<file path="config.mk">
export PLATFORM = sky130hd
export DESIGN_NAME = plate_lane_arbiter
export DESIGN_NICKNAME = d
export VERILOG_FILES = /design/src/rtl/plate_pkg.sv /design/src/rtl/plate_tag_fifo.sv /design/src/rtl/plate_lane_arbiter.sv
export SDC_FILE = /design/constraint.sdc
export NUM_CORES = 1
export LEC_CHECK = 0
export CORE_MARGIN = 4
export CORE_UTILIZATION = 43
export CTS_BUF_LIST = sky130_fd_sc_hd__clkbuf_2
export CTS_CLUSTER_DIAMETER = 50
export DETAILED_ROUTE_END_ITERATION = 16
export PLACE_DENSITY_LB_ADDON = 0.25
export REMOVE_ABC_BUFFERS = 1
export SLEW_MARGIN = 25
export SYNTH_ARGS = -nofsm -noshare
export SYNTH_HDL_FRONTEND = slang
export SYNTH_SLANG_ARGS = --single-unit
</file>
<file path="constraint.sdc">
create_clock -name clk -period 2.8 [get_ports clk]
set_input_delay 0.84 -clock clk [delete_from_list [all_inputs] [get_ports clk]]
set_output_delay 0.84 -clock clk [all_outputs]
set_load 0.05 [all_outputs]
</file>
<file path="src/rtl/plate_pkg.sv">
// Shared definitions for the plate-lane arbiter: code layout, default sizing
// and the issuing-state encoding carried in the top two code bits.
package plate_pkg;

  localparam int CODE_W       = 9;
  localparam int NUM_LANES    = 4;
  localparam int MAX_INFLIGHT = 4;

  localparam int STATE_MSB = 8;
  localparam int STATE_LSB = 7;
  localparam int RTO_MSB   = 6;
  localparam int RTO_LSB   = 4;
  localparam int NUM_MSB   = 3;
  localparam int NUM_LSB   = 0;

  localparam int LANE_W = $clog2(NUM_LANES);
  typedef logic [LANE_W-1:0] lane_id_t;

  typedef enum logic [1:0] {
    ST_KA = 2'd0,
    ST_GJ = 2'd1,
    ST_BR = 2'd2,
    ST_MH = 2'd3
  } plate_state_e;

  function automatic plate_state_e code_state(input logic [CODE_W-1:0] code);
    return plate_state_e'(code[STATE_MSB:STATE_LSB]);
  endfunction

endpackage

</file>
<file path="src/rtl/plate_tag_fifo.sv">
// In-order FIFO of lane ids for codes that are granted but not yet answered.
// Push and pop may happen in the same cycle; overflow/underflow requests are ignored.
module plate_tag_fifo #(
  parameter int W     = 2,
  parameter int DEPTH = 4
) (
  input  logic                     clk,
  input  logic                     rst_n,
  input  logic                     push,
  input  logic [W-1:0]             push_data,
  input  logic                     pop,
  output logic [W-1:0]             pop_data,
  output logic                     empty,
  output logic                     full,
  output logic [$clog2(DEPTH):0]   count
);

  localparam int PW = $clog2(DEPTH);
  localparam int CW = PW + 1;

  logic [W-1:0]  mem_q [DEPTH];
  logic [PW-1:0] wr_ptr_q, wr_ptr_d;
  logic [PW-1:0] rd_ptr_q, rd_ptr_d;
  logic [CW-1:0] count_q, count_d;
  logic          push_ok_s, pop_ok_s;

  assign empty    = (count_q == {CW{1'b0}});
  assign full     = (count_q == CW'(DEPTH));
  assign count    = count_q;
  assign pop_data = mem_q[rd_ptr_q];

  // Next pointer and occupancy values.
  always_comb begin
    push_ok_s = push && !full;
    pop_ok_s  = pop && !empty;
    wr_ptr_d  = push_ok_s ? (wr_ptr_q + PW'(1'b1)) : wr_ptr_q;
    rd_ptr_d  = pop_ok_s ? (rd_ptr_q + PW'(1'b1)) : rd_ptr_q;
    case ({push_ok_s, pop_ok_s})
      2'b10:   count_d = count_q + CW'(1'b1);
      2'b01:   count_d = count_q - CW'(1'b1);
      default: count_d = count_q;
    endcase
  end

  // Storage and pointer registers.
  always_ff @(posedge clk or negedge rst_n) begin
    if (!rst_n) begin
      for (int i = 0; i < DEPTH; i++) mem_q[i] <= {W{1'b0}};
      wr_ptr_q <= {PW{1'b0}};
      rd_ptr_q <= {PW{1'b0}};
      count_q  <= {CW{1'b0}};
    end else begin
      if (push_ok_s) mem_q[wr_ptr_q] <= push_data;
      wr_ptr_q <= wr_ptr_d;
      rd_ptr_q <= rd_ptr_d;
      count_q  <= count_d;
    end
  end

endmodule

</file>
<file path="src/rtl/plate_lane_arbiter.sv">
// Round-robin arbiter sharing one plate recognizer among camera lanes, with
// in-order routing of recognizer results back to the originating lane.
module plate_lane_arbiter #(
  parameter int NUM_LANES    = plate_pkg::NUM_LANES,
  parameter int CODE_W       = plate_pkg::CODE_W,
  parameter int MAX_INFLIGHT = plate_pkg::MAX_INFLIGHT
) (
  input  logic                          clk,
  input  logic                          rst_n,
  input  logic [NUM_LANES-1:0]          lane_valid,
  input  logic [NUM_LANES*CODE_W-1:0]   lane_code,
  output logic [NUM_LANES-1:0]          lane_ready,
  output logic                          rec_valid,
  output logic [CODE_W-1:0]             rec_code,
  input  logic                          rec_ready,
  input  logic                          res_valid,
  input  logic                          res_hit,
  output logic [NUM_LANES-1:0]          rsp_valid,
  output logic                          rsp_hit,
  output logic [$clog2(MAX_INFLIGHT):0] inflight,
  output logic                          err_spurious
);

  import plate_pkg::*;

  localparam int LW = $clog2(NUM_LANES);
  localparam logic [NUM_LANES-1:0] LANE_ONE  = NUM_LANES'(1'b1);
  localparam logic [LW-1:0]        LAST_LANE = LW'(NUM_LANES - 1);

  logic [LW-1:0]        last_grant_q, last_grant_d;
  logic                 rec_valid_q, rec_valid_d;
  logic [CODE_W-1:0]    rec_code_q, rec_code_d;
  logic [NUM_LANES-1:0] rsp_valid_q, rsp_valid_d;
  logic                 rsp_hit_q, rsp_hit_d;
  logic                 err_q, err_d;

  logic [LW-1:0] idx_s, pick_s, head_s;
  logic          found_s, slot_free_s, grant_s, pop_s;
  logic          fifo_empty_s, fifo_full_s;

  // Search starts just after the last granted lane; the last iteration wraps to it.
  always_comb begin
    found_s = 1'b0;
    pick_s  = last_grant_q;
    idx_s   = last_grant_q;
    for (int i = 1; i <= NUM_LANES; i++) begin
      idx_s = last_grant_q + LW'(i);
      if (!found_s && lane_valid[idx_s]) begin
        found_s = 1'b1;
        pick_s  = idx_s;
      end else begin
        found_s = found_s;
      end
    end
  end

  // Credit is the FIFO's own fullness, so res_valid never reaches lane_ready.
  always_comb begin
    slot_free_s = !rec_valid_q || rec_ready;
    grant_s     = slot_free_s && !fifo_full_s && found_s;
    pop_s       = res_valid && !fifo_empty_s;
    lane_ready  = grant_s ? (LANE_ONE << pick_s) : {NUM_LANES{1'b0}};
  end

  plate_tag_fifo #(
    .W     (LW),
    .DEPTH (MAX_INFLIGHT)
  ) u_tag_fifo (
    .clk       (clk),
    .rst_n     (rst_n),
    .push      (grant_s),
    .push_data (pick_s),
    .pop       (pop_s),
    .pop_data  (head_s),
    .empty     (fifo_empty_s),
    .full      (fifo_full_s),
    .count     (inflight)
  );

  // Next-state for the recognizer slot, response pulse and error flag.
  always_comb begin
    rec_valid_d  = rec_valid_q;
    rec_code_d   = rec_code_q;
    last_grant_d = last_grant_q;
    if (grant_s) begin
      rec_valid_d  = 1'b1;
      rec_code_d   = lane_code[pick_s*CODE_W +: CODE_W];
      last_grant_d = pick_s;
    end else if (slot_free_s) begin
      rec_valid_d = 1'b0;
    end else begin
      rec_valid_d = rec_valid_q;
    end

    if (pop_s) begin
      rsp_valid_d = LANE_ONE << head_s;
      rsp_hit_d   = res_hit;
    end else begin
      rsp_valid_d = {NUM_LANES{1'b0}};
      rsp_hit_d   = rsp_hit_q;
    end

    err_d = err_q || (res_valid && fifo_empty_s);
  end

  // Output and arbitration-state registers.
  always_ff @(posedge clk or negedge rst_n) begin
    if (!rst_n) begin
      last_grant_q <= LAST_LANE;
      rec_valid_q  <= 1'b0;
      rec_code_q   <= {CODE_W{1'b0}};
      rsp_valid_q  <= {NUM_LANES{1'b0}};
      rsp_hit_q    <= 1'b0;
      err_q        <= 1'b0;
    end else begin
      last_grant_q <= last_grant_d;
      rec_valid_q  <= rec_valid_d;
      rec_code_q   <= rec_code_d;
      rsp_valid_q  <= rsp_valid_d;
      rsp_hit_q    <= rsp_hit_d;
      err_q        <= err_d;
    end
  end

  assign rec_valid    = rec_valid_q;
  assign rec_code     = rec_code_q;
  assign rsp_valid    = rsp_valid_q;
  assign rsp_hit      = rsp_hit_q;
  assign err_spurious = err_q;

endmodule

</file>
==> results of run 1 <==
## cells by family (layout without fill, tap and decap cells)
| kind of cell | after synthesis | count (layout) | share of synthesized area [%] |
|---|---|---|---|
| adder cells (fa/ha/maj) | 6 | 6 | 4.034 |
| XOR/XNOR | 6 | 6 | 2.567 |
| multiplexers | 11 | 11 | 7.091 |
| AND/OR/NAND/NOR | 49 | 49 | 11.74 |
| AO/OA/AOI/OAI | 57 | 57 | 24.39 |
| flip-flops | 33 | 33 | 40.46 |
| buffers and inverters | 42 | 136 | 9.719 |
## per-stage QoR
stage	hold WS, ns	area, sq um	std cells	setup TNS, ns
4_1_cts	0.4864	3058	345	-0.7387
3_3_place_gp	0.4448	2888	332	-3.443
3_5_place_dp	0.4507	2888	332	-4.023
6_report	0.4844	3119	350	-0.4539
2_1_floorplan	0.4738	1952	189	-3.367
5_1_grt	0.5165	3119	350	-0.6010
## critical path, delay by kind of cell
kind / cells / cell delay [ns]
simple gates: 3 / 0.78
buf+inv: 3 / 0.23
compound gates: 1 / 0.22
## state kept, by name (all words and copies together), names as in the netlist
signal               count
u_tag_fifo.count         3
rec_valid                1
last_grant_q             2
rec_code                 9
u_tag_fifo.wr_ptr_q      2
u_tag_fifo.mem_q         8
rsp_hit                  1
err_spurious             1
rsp_valid                4
u_tag_fifo.rd_ptr_q      2
## synthesized netlist by cell type, types with 3 or more instances
library cell,n,area share (%)
dfrtp_1,31,38
inv_1,26,4.8
nand2_1,24,4.4
a32oi_1,19,8.1
a211oi_1,18,6.6
clkbuf_1,8,1.5
mux2_2,8,4.4
nor2_1,8,1.5
o221ai_2,7,5.1
ha_1,5,3.1
xnor2_1,5,2.1
buf_2,3,0.73
nand2b_1,3,0.92
## final timing paths
path,from,end,slack [ns],cells past startpoint
setup / recovery,rec_ready,lane_ready[0],-0.13,7
hold / removal,err_spurious$_DFF_PN0_,err_spurious$_DFF_PN0_,0.48,1
setup reg to reg,u_tag_fifo.count[1]$_DFFE_PN0P_,u_tag_fifo.count[2]$_DFFE_PN0P_,0.58,9
hold reg to reg,err_spurious$_DFF_PN0_,err_spurious$_DFF_PN0_,0.48,1
max in group asynchronous,rst_n,last_grant_q[0]$_DFFE_PN1P_,1.59,2
min in group asynchronous,rst_n,rec_valid$_DFFE_PN0P_,0.85,2
## final cells by class
cell class / count / area, sq um
inverter: 27 / 103.9
tap: 52 / 65.06
sequential: 33 / 828.3
timing repair buffer: 102 / 988.4
clock inverter: 1 / 3.754
clock buffer: 6 / 30.03
multi-input combinational: 129 / 1100
fill: 349 / 1355
## power groups by stage
stage	clock [uW]	combinational [uW]	sequential, uW
after floorplan	0	1030	1290
after global placement	0	2190	890
after detailed placement	0	2230	894
after CTS	218	2360	891
after global routing	244	2600	928
final	210	2420	891
## metal layers
metal / vias to the layer above / global-route usage (%) / wire length, um
li1: 928 / - / -
met1: 921 / 27.11 / 2491
met5: - / 0 / 0
met3: 7 / 3.981 / 244
met4: 0 / 4.270 / 57
met2: 54 / 31.10 / 2732
## repair_timing
action                                 CTS  global route
buffers inserted                         6             6
gates resized for setup                 46             7
endpoints found under the hold margin    0             0
setup endpoints to repair                6             4
pin swaps                                9            10
==> flow_summary.toml, run 1 <==
[clock_tree]
cts_tree = "built"
clk_latency_ns = 0.37
cts_buffer_depth = 2
cts_root_buffer = "clkbuf_2"
cts_sinks = 33
ctsHoldBuffers = 0
numCtsBuffers = 5
cts_htree_levels = 2
clk_pin_slew_ns = 0.15

[layout]
diodes = 0
layout_commonest_cell = "clkdlybuf4s50_1"
fin_nets = 349
syn2layout_area_growth_pct = 52.38
drive_above_1_share_pct = 28.52
utilization_pct = 69.71
mostFrequentLayoutCells = "58 x clkdlybuf4s50_1, 32 x buf_4, 31 x dfrtp_1, 26 x inv_1, 23 x nand2_1"

[global_routing]
grt_overflow = 0
antenna_found_initial = 0
grt_max_degree = 34
grt_pass1_vias = 1899
grt_usage_pct = 19.39
grt_pass1_wl_mm = 9.342

[floorplan]
num_io_pins = 68
dieHeight_um = 77.00
coreArea_sq_um = 4474
die_w_um = 77.00
fp-row-count = 24
initial_core_util_pct = 45.75
fp.dieArea_sq_um = 5928

[flow_run]
cap_violations = 0

[detailed_routing]
drt-total-wl_mm = 5.526
viasPerCell = 5.457
post-route-drc-count = 0
vias = 1910
ant_nets = 0
wl_per_cell_um = 15.79
drt-initial-drc-count = 96
firstDrtPassIters = 4

[power_and_ir_drop]
p_switching_uw = 1692
power-per-cell-area_nw_per_um2 = 1129
p_int_uw = 1829
seqPwrFrac_pct = 25.3
total_power_uw = 3522
share_comb_of_total_power_pct = 68.7
power.clock.fraction_pct = 5.9
ir_drop_v = 0.0006445
sw_frac_of_total_pct = 48.06
p_leak_uw = 0.001352

[setup_path]
cp.required_ns = 1.96
start_kind = "input pin"
path_class = "in -> out"
cpMaxStageDelayCell = "or4_4"
end_kind = "primary output"
crit_path_max_fanout = 3
critical_path.max_stage_delay_ns = 0.53
crit_chain = "buf_6 > nand2b_4 > o311a_4 > inv_4 > or4_4 > nor2_4 > buf_12"
cp.arrival_ns = 2.09

[sta]
min_period_over_period_pct = 104.6
layout_setup_ws_ns = -0.1285
rsz0062_at_grt = "yes"
fin_crit_ns = 2.928
timing.fmax_mhz = 341.5
skew_ns = 0.02605
hold_viol = 0
worst_slew_pin_slew_ns = 0.5249
setup_violations = 4
slew_headroom_pct = 64.90
drv_slew = 0

[placed_design]
gp_congestion = 0.8872
hpwl_mm = 3.945
dpl_worst_slack_ns = -0.6682
port_buffers = 67

[run_status]
violations = "setup timing"
outcome = "finished with violations"

[synth]
yosys_register_bits = 33
ys_seq_area_share_pct = 40.46
netlist_area_sq_um = 2047
synth_area_per_cell_sq_um = 10.03
synth_edf_count = 0
synthDistinctLibCells = 43
synthArstFlopShare_pct = 100.0
syn_inst = 204
yosys_most_used_dff = "dfrtp_1"
yosysWarnings = 0

[hold_path]
hp-class = "reg -> reg"
No activity file was read; power rests on OpenSTA's default activity.
==> run 2, diff against run 1 <==
- CELL_PAD_IN_SITES_DETAIL_PLACEMENT: unset -> 1
- CELL_PAD_IN_SITES_GLOBAL_PLACEMENT: unset -> 1
- CORE_UTILIZATION: 43 -> 32
- GPL_TIMING_DRIVEN: unset -> 0
==> run 2 against run 1 <==
  * The flow still finishes with violations (setup timing)
  * Routed wire length grew 28%
  * Maximum frequency shrank 2.6%
  * Worst setup slack lost 0.077 ns
  * Final cell count grew 4.3%
  * Highest routed layer unchanged
  * Global-route usage down 0.39 points
  * First-iteration DRC count down 27%
  * Sequential power rose by 0.7%
  * Utilization is 17 points lower
  * Worst hold slack worse by 0.16 ns
  * Largest cell class unchanged
  * Register-to-register slack worse by 0.06 ns
==> flow_summary.toml, run 2 (same netlist as run 1, synthesis figures left out) <==
[layout]
mostFrequentLayoutCells = "57 x clkdlybuf4s50_1, 31 x dfrtp_1, 26 x inv_1, 22 x nand2_1, 20 x buf_4"
final_cell_count_no_fill = 365
fin_area_sq_um = 3191
drive_above_1_share_pct = 28.62
diodes = 0
fillers = 672
layout_commonest_cell = "clkdlybuf4s50_1"
multi_input_area_sq_um = 1161
fin_nets = 340
utilization_pct = 52.64
seq_area_sq_um = 832.0
syn2layout_area_growth_pct = 55.87
largest_reg_flops = 9

[global_routing]
grt_max_degree = 23
grt_usage_pct = 19.00
grt_overflow = 0
antenna_found_initial = 0
grt_pass1_wl_mm = 10.91
grt_pass1_vias = 2039

[detailed_routing]
post-route-drc-count = 0
drt-total-wl_mm = 7.053
drt-initial-drc-count = 70
ant_nets = 0
vias = 1945
viasPerCell = 5.329
firstDrtPassIters = 4
wl_per_cell_um = 19.32

[power_and_ir_drop]
p_leak_uw = 0.001352
ir_drop_v = 0.0007234
power-per-cell-area_nw_per_um2 = 1173

[floorplan]
dieHeight_um = 87.98
fp.dieArea_sq_um = 7740
initial_core_util_pct = 33.77
coreArea_sq_um = 6061
fp-row-count = 28
die_w_um = 87.98
num_io_pins = 68

[clock_tree]
cts_tree = "built"
cts_root_buffer = "clkbuf_2"
clk_pin_slew_ns = 0.18
cts_buffer_depth = 2
numCtsBuffers = 5
cts_sinks = 33
clk_latency_ns = 0.38
cts_htree_levels = 2

[sta]
setup_tns_ns = -0.7356
drv_slew = 0
slew_headroom_pct = 44.38
fin_crit_ns = 3.006
hold-worst-slack_ns = 0.3231
rsz0062_at_grt = "yes"
layout_setup_ws_ns = -0.2059
worst_slew_pin_slew_ns = 0.8341
setup_violations = 4
skew_ns = 0.006131
timing.fmax_mhz = 332.7
min_period_over_period_pct = 107.4
hold_viol = 0

[run_status]
violations = "setup timing"
outcome = "finished with violations"

[placed_design]
post_dp_cell_area_sq_um = 2784
hpwl_mm = 4.239
gp_congestion = 0.7385
port_buffers = 67
place_inst = 333

[setup_path]
cp.required_ns = 1.96
crit_path_max_fanout = 5
cp.arrival_ns = 2.17
end_kind = "primary output"
path_class = "in -> out"
start_kind = "input pin"

[flow_run]
cap_violations = 0

[hold_path]
hp-class = "in -> async"
[run 2: final cells by class]
type                            count  area share, %
Clock buffer                        6         0.9412
Sequential cell                    33          26.08
Tap cell                           75          2.941
Clock inverter                      2          1.059
Multi-Input combinational cell    130          36.39
Inverter                           27          3.412
Timing Repair Buffer               92          29.18
[run 2: where the power goes]
group          total [uW]  internal, uW  switching [uW]  leakage (uW)
Combinational        2520          1050            1480      0.000915
Clock                 322           152             169     0.0000406
Sequential            897           726             172      0.000396
[run 2: through the flow]
stage	worst slack, ns	power, uW
after floorplan	-0.9086	2320
after global placement	-2.703	2932
after detailed placement	-1.949	3029
after CTS	-0.1793	3660
after global routing	-0.2582	3984
final	-0.2059	3743
[run 2: critical path, stage by stage]
cell,delay [ns]
buf_8,0.10
or4_4,0.54
o311a_4,0.17
buf_6,0.14
o31ai_4,0.10
nor2_1,0.10
buf_6,0.17
[run 2: routing by layer]
layer,up-vias,part of all wire (%),track usage [%],wire (um)
met5,-,0,0,0
met4,0,1.8,6.974,125
met3,11,3.9,4.327,278
met2,50,51,31.23,3563
met1,970,44,24.39,3086
li1,914,-,-,-
[run 2: repair_timing]
action,in CTS,in global routing
endpoints found under the hold margin,0,0
resized for setup,86,6
hold buffers,0,0
setup buffers,19,4
pin swaps,9,4
gates cloned,1,0
setup endpoints to repair,16,4
[run 2: final timing paths]
check	startpoint	end	slack, ns	cells past startpoint
max in group asynchronous	rst_n	last_grant_q[1]$_DFFE_PN1P_	1.98	2
hold / removal	rst_n	u_tag_fifo.mem_q[1]$_DFFE_PN0P_	0.32	1
setup / recovery	lane_valid[1]	lane_ready[1]	-0.21	7
min in group clk	err_spurious$_DFF_PN0_	err_spurious$_DFF_PN0_	0.48	1
setup reg to reg	u_tag_fifo.count[0]$_DFFE_PN0P_	u_tag_fifo.count[2]$_DFFE_PN0P_	0.52	9
hold reg to reg	err_spurious$_DFF_PN0_	err_spurious$_DFF_PN0_	0.48	1
==> run 3, diff against run 2 <==
- CORE_MARGIN: 4 -> unset
- CORE_UTILIZATION: 32 -> 33
- SYNTH_HIERARCHICAL: unset -> 1
- clock period: 2.8 -> 2.5 ns (I/O delays scaled with it)
==> run 3 against run 2 <==
  * The flow still finishes with violations (setup timing)
  * Worst hold slack worse by 0.13 ns
  * Power up 10%
  * Register-to-register slack worse by 0.45 ns
  * Non-clock buffer count down 1
  * Sequential power up 14%
  * Clock skew up 0.0082 ns
  * Count of clock-buffer cells in the layout unchanged
  * Combinational power up 8.7%
  * Clock power up 12%
  * Sequential cell count unchanged
  * Via count down 12%
  * Highest routed layer unchanged
  * Utilization down 0.80 points
==> flow_summary.toml, run 3 <==
[run_status]
outcome = "finished with violations"
violations = "setup timing"

[sta]
worst_slew_pin_slew_ns = 0.7003
layout_setup_ws_ns = -0.2917
rsz0062_at_grt = "yes"
drv_slew = 0
fin_crit_ns = 2.792
min_period_over_period_pct = 111.7
setup_violations = 4
slew_headroom_pct = 52.95
timing.fmax_mhz = 358.2
skew_ns = 0.01430
hold_viol = 0
hold-worst-slack_ns = 0.1958

[synth]
synth_top_area_share_pct = 38.49
netlist.top_cell.by_area = "dfrtp_1"
ys_seq_area_share_pct = 41.09
synth_common_cells = "31 x dfrtp_1, 20 x nand2_1, 12 x a21o_1"
muxShareOfSynthArea_pct = 12.79
synth_edf_count = 0
synth_top_family_by_area = "simple AND/OR/NAND/NOR gates"
synthDistinctLibCells = 44
netlist_area_sq_um = 2016
synthAdderAreaFrac_pct = 4.097
synth_area_per_cell_sq_um = 11.26
yosys_register_bits = 33
syn_inst = 179
synthSimpleGateAreaFrac_pct = 17.94
synthTopCellsByArea = "dfrtp_1 38%, mux2_2 5.6%, mux2i_1 5.0%"
synth_xor_area_share_pct = 2.607
yosysWarnings = 6
synth-compound-area-share_pct = 17.13
synthArstFlopShare_pct = 100.0
yosys_most_used_dff = "dfrtp_1"
synth_most_common_cell = "dfrtp_1"

[detailed_routing]
post-route-drc-count = 0
wl_per_cell_um = 17.33
drt-initial-drc-count = 49
firstDrtPassIters = 4
vias = 1718
viasPerCell = 4.980
drt-total-wl_mm = 5.980
ant_nets = 0

[setup_path]
crit_path_max_fanout = 6
r2r_start = "u_tag_fifo/count[0]$_DFFE_PN0P_"
start_kind = "register"
end_kind = "primary output"
cp.arrival_ns = 2.04
crit_start = "last_grant_q[1]$_DFFE_PN1P_"
path_class = "reg -> out"
reg2reg_slack_ns = 0.07
cp.required_ns = 1.75

[global_routing]
grt_pass1_wl_mm = 9.411
grt_overflow = 0
antenna_found_initial = 0
grt_usage_pct = 19.73
grt_max_degree = 27
grt_pass1_vias = 1864

[placed_design]
post_dp_cell_area_sq_um = 2734
gp_congestion = 0.7897
port_buffers = 67
hpwl_mm = 3.938

[layout]
fin_area_sq_um = 3069
drive_above_1_share_pct = 33.70
fillers = 642
mostFrequentLayoutCells = "55 x clkdlybuf4s50_1, 29 x dfrtp_1, 22 x buf_4, 18 x nand2_1, 12 x a21o_1"
seq_area_sq_um = 830.8
multi_input_area_sq_um = 1180
syn2layout_area_growth_pct = 52.27
fin_nets = 320
layout_commonest_cell = "clkdlybuf4s50_1"
largest_reg_flops = 9
diodes = 0

[clock_tree]
cts_htree_levels = 2
clk_latency_ns = 0.38
numCtsBuffers = 5
cts_tree = "built"
clk_pin_slew_ns = 0.18
cts_sinks = 33
cts_buffer_depth = 2
cts_root_buffer = "clkbuf_2"
ctsHoldBuffers = 0

[power_and_ir_drop]
total_power_uw = 4125
ir_drop_v = 0.0007619
p_leak_uw = 0.001356
power-per-cell-area_nw_per_um2 = 1344

[floorplan]
fp.dieArea_sq_um = 6425
fp-row-count = 28
num_io_pins = 68
coreArea_sq_um = 5921
die_w_um = 80.16
initial_core_util_pct = 34.04
dieHeight_um = 80.16

[flow_run]
cap_violations = 0

[hold_path]
hp-class = "in -> async"
==> run 3: cell count changes after synthesis, sizes merged, moves of 6 or more <==
cell and change:
mux2i +9, nand4 +9, o31ai +9, o211ai +9, a211oi -18, clkbuf -6, o221ai -9, a21o +11
inv -20, a32oi -19
==> run 3: logic make-up after synthesis <==
family	Yosys count
compound gates	38
mux	22
fa+ha+maj	6
simple gates	59
buf+inv	15
flops	33
xor+xnor	6
==> run 3: path summary, 6_finish.rpt <==
check,cells after the start,to
worst max-delay path,6,lane_ready[2]
worst min-delay path,1,rec_code[5]$_DFFE_PN0P_
worst max register to register,11,u_tag_fifo/count[2]$_DFFE_PN0P_
worst min register to register,1,err_spurious$_DFF_PN0_
max in group asynchronous,2,last_grant_q[1]$_DFFE_PN1P_
min in group clk,1,err_spurious$_DFF_PN0_
==> run 3: final cells by class <==
type                            instances  share of cell area (%)
Sequential cell                        33                   27.07
Clock buffer                            6                  0.9784
Timing Repair Buffer                   91                   28.25
Multi-Input combinational cell        131                   38.44
Inverter                                7                   1.101
Clock inverter                          2                   1.101
Tap cell                               75                   3.057
==> run 3: critical path, stage by stage, from the launching register on <==
cell and delay, ns:
dfstp_2 0.65, nand2_4 0.08, and3b_2 0.25, nor3_4 0.29, nand2_8 0.11, nor2_4 0.14, buf_8 0.15
==> run 3: stage by stage <==
stage | cells | util (%) | setup WS, ns | TNS, ns
floorplan | 171 | - | -0.7323 | -2.583
global placement | 313 | 45.92 | -1.909 | -19.66
detailed placement | 314 | 46.18 | -1.932 | -18.26
CTS | 334 | 49.92 | -0.2207 | -0.8038
global route | 345 | 51.84 | -0.3716 | -1.511
finish | 345 | 51.84 | -0.2917 | -1.066
==> run 3: what timing repair did <==
item                                   4_1_cts  5_1_grt
setup endpoints to repair                   22        6
setup buffers                               12       11
pin swaps                                    9        8
resized for setup                           69        9
endpoints found under the hold margin        0        0
==> run 3: layer usage <==
layer / up-vias / GRT usage [%] / part of all wire (%)
li1: 827 / - / -
met1: 850 / 25.56 / 45
met2: 32 / 33.08 / 50
met3: 9 / 3.523 / 3.5
met4: 0 / 6.429 / 1.3
met5: - / 0 / 0
==> run 3: power breakdown <==
group | leakage [uW] | switching (uW) | internal, uW
clock network | 0.0000406 | 189 | 171
logic | 0.000923 | 1540 | 1200
registers | 0.000392 | 208 | 814
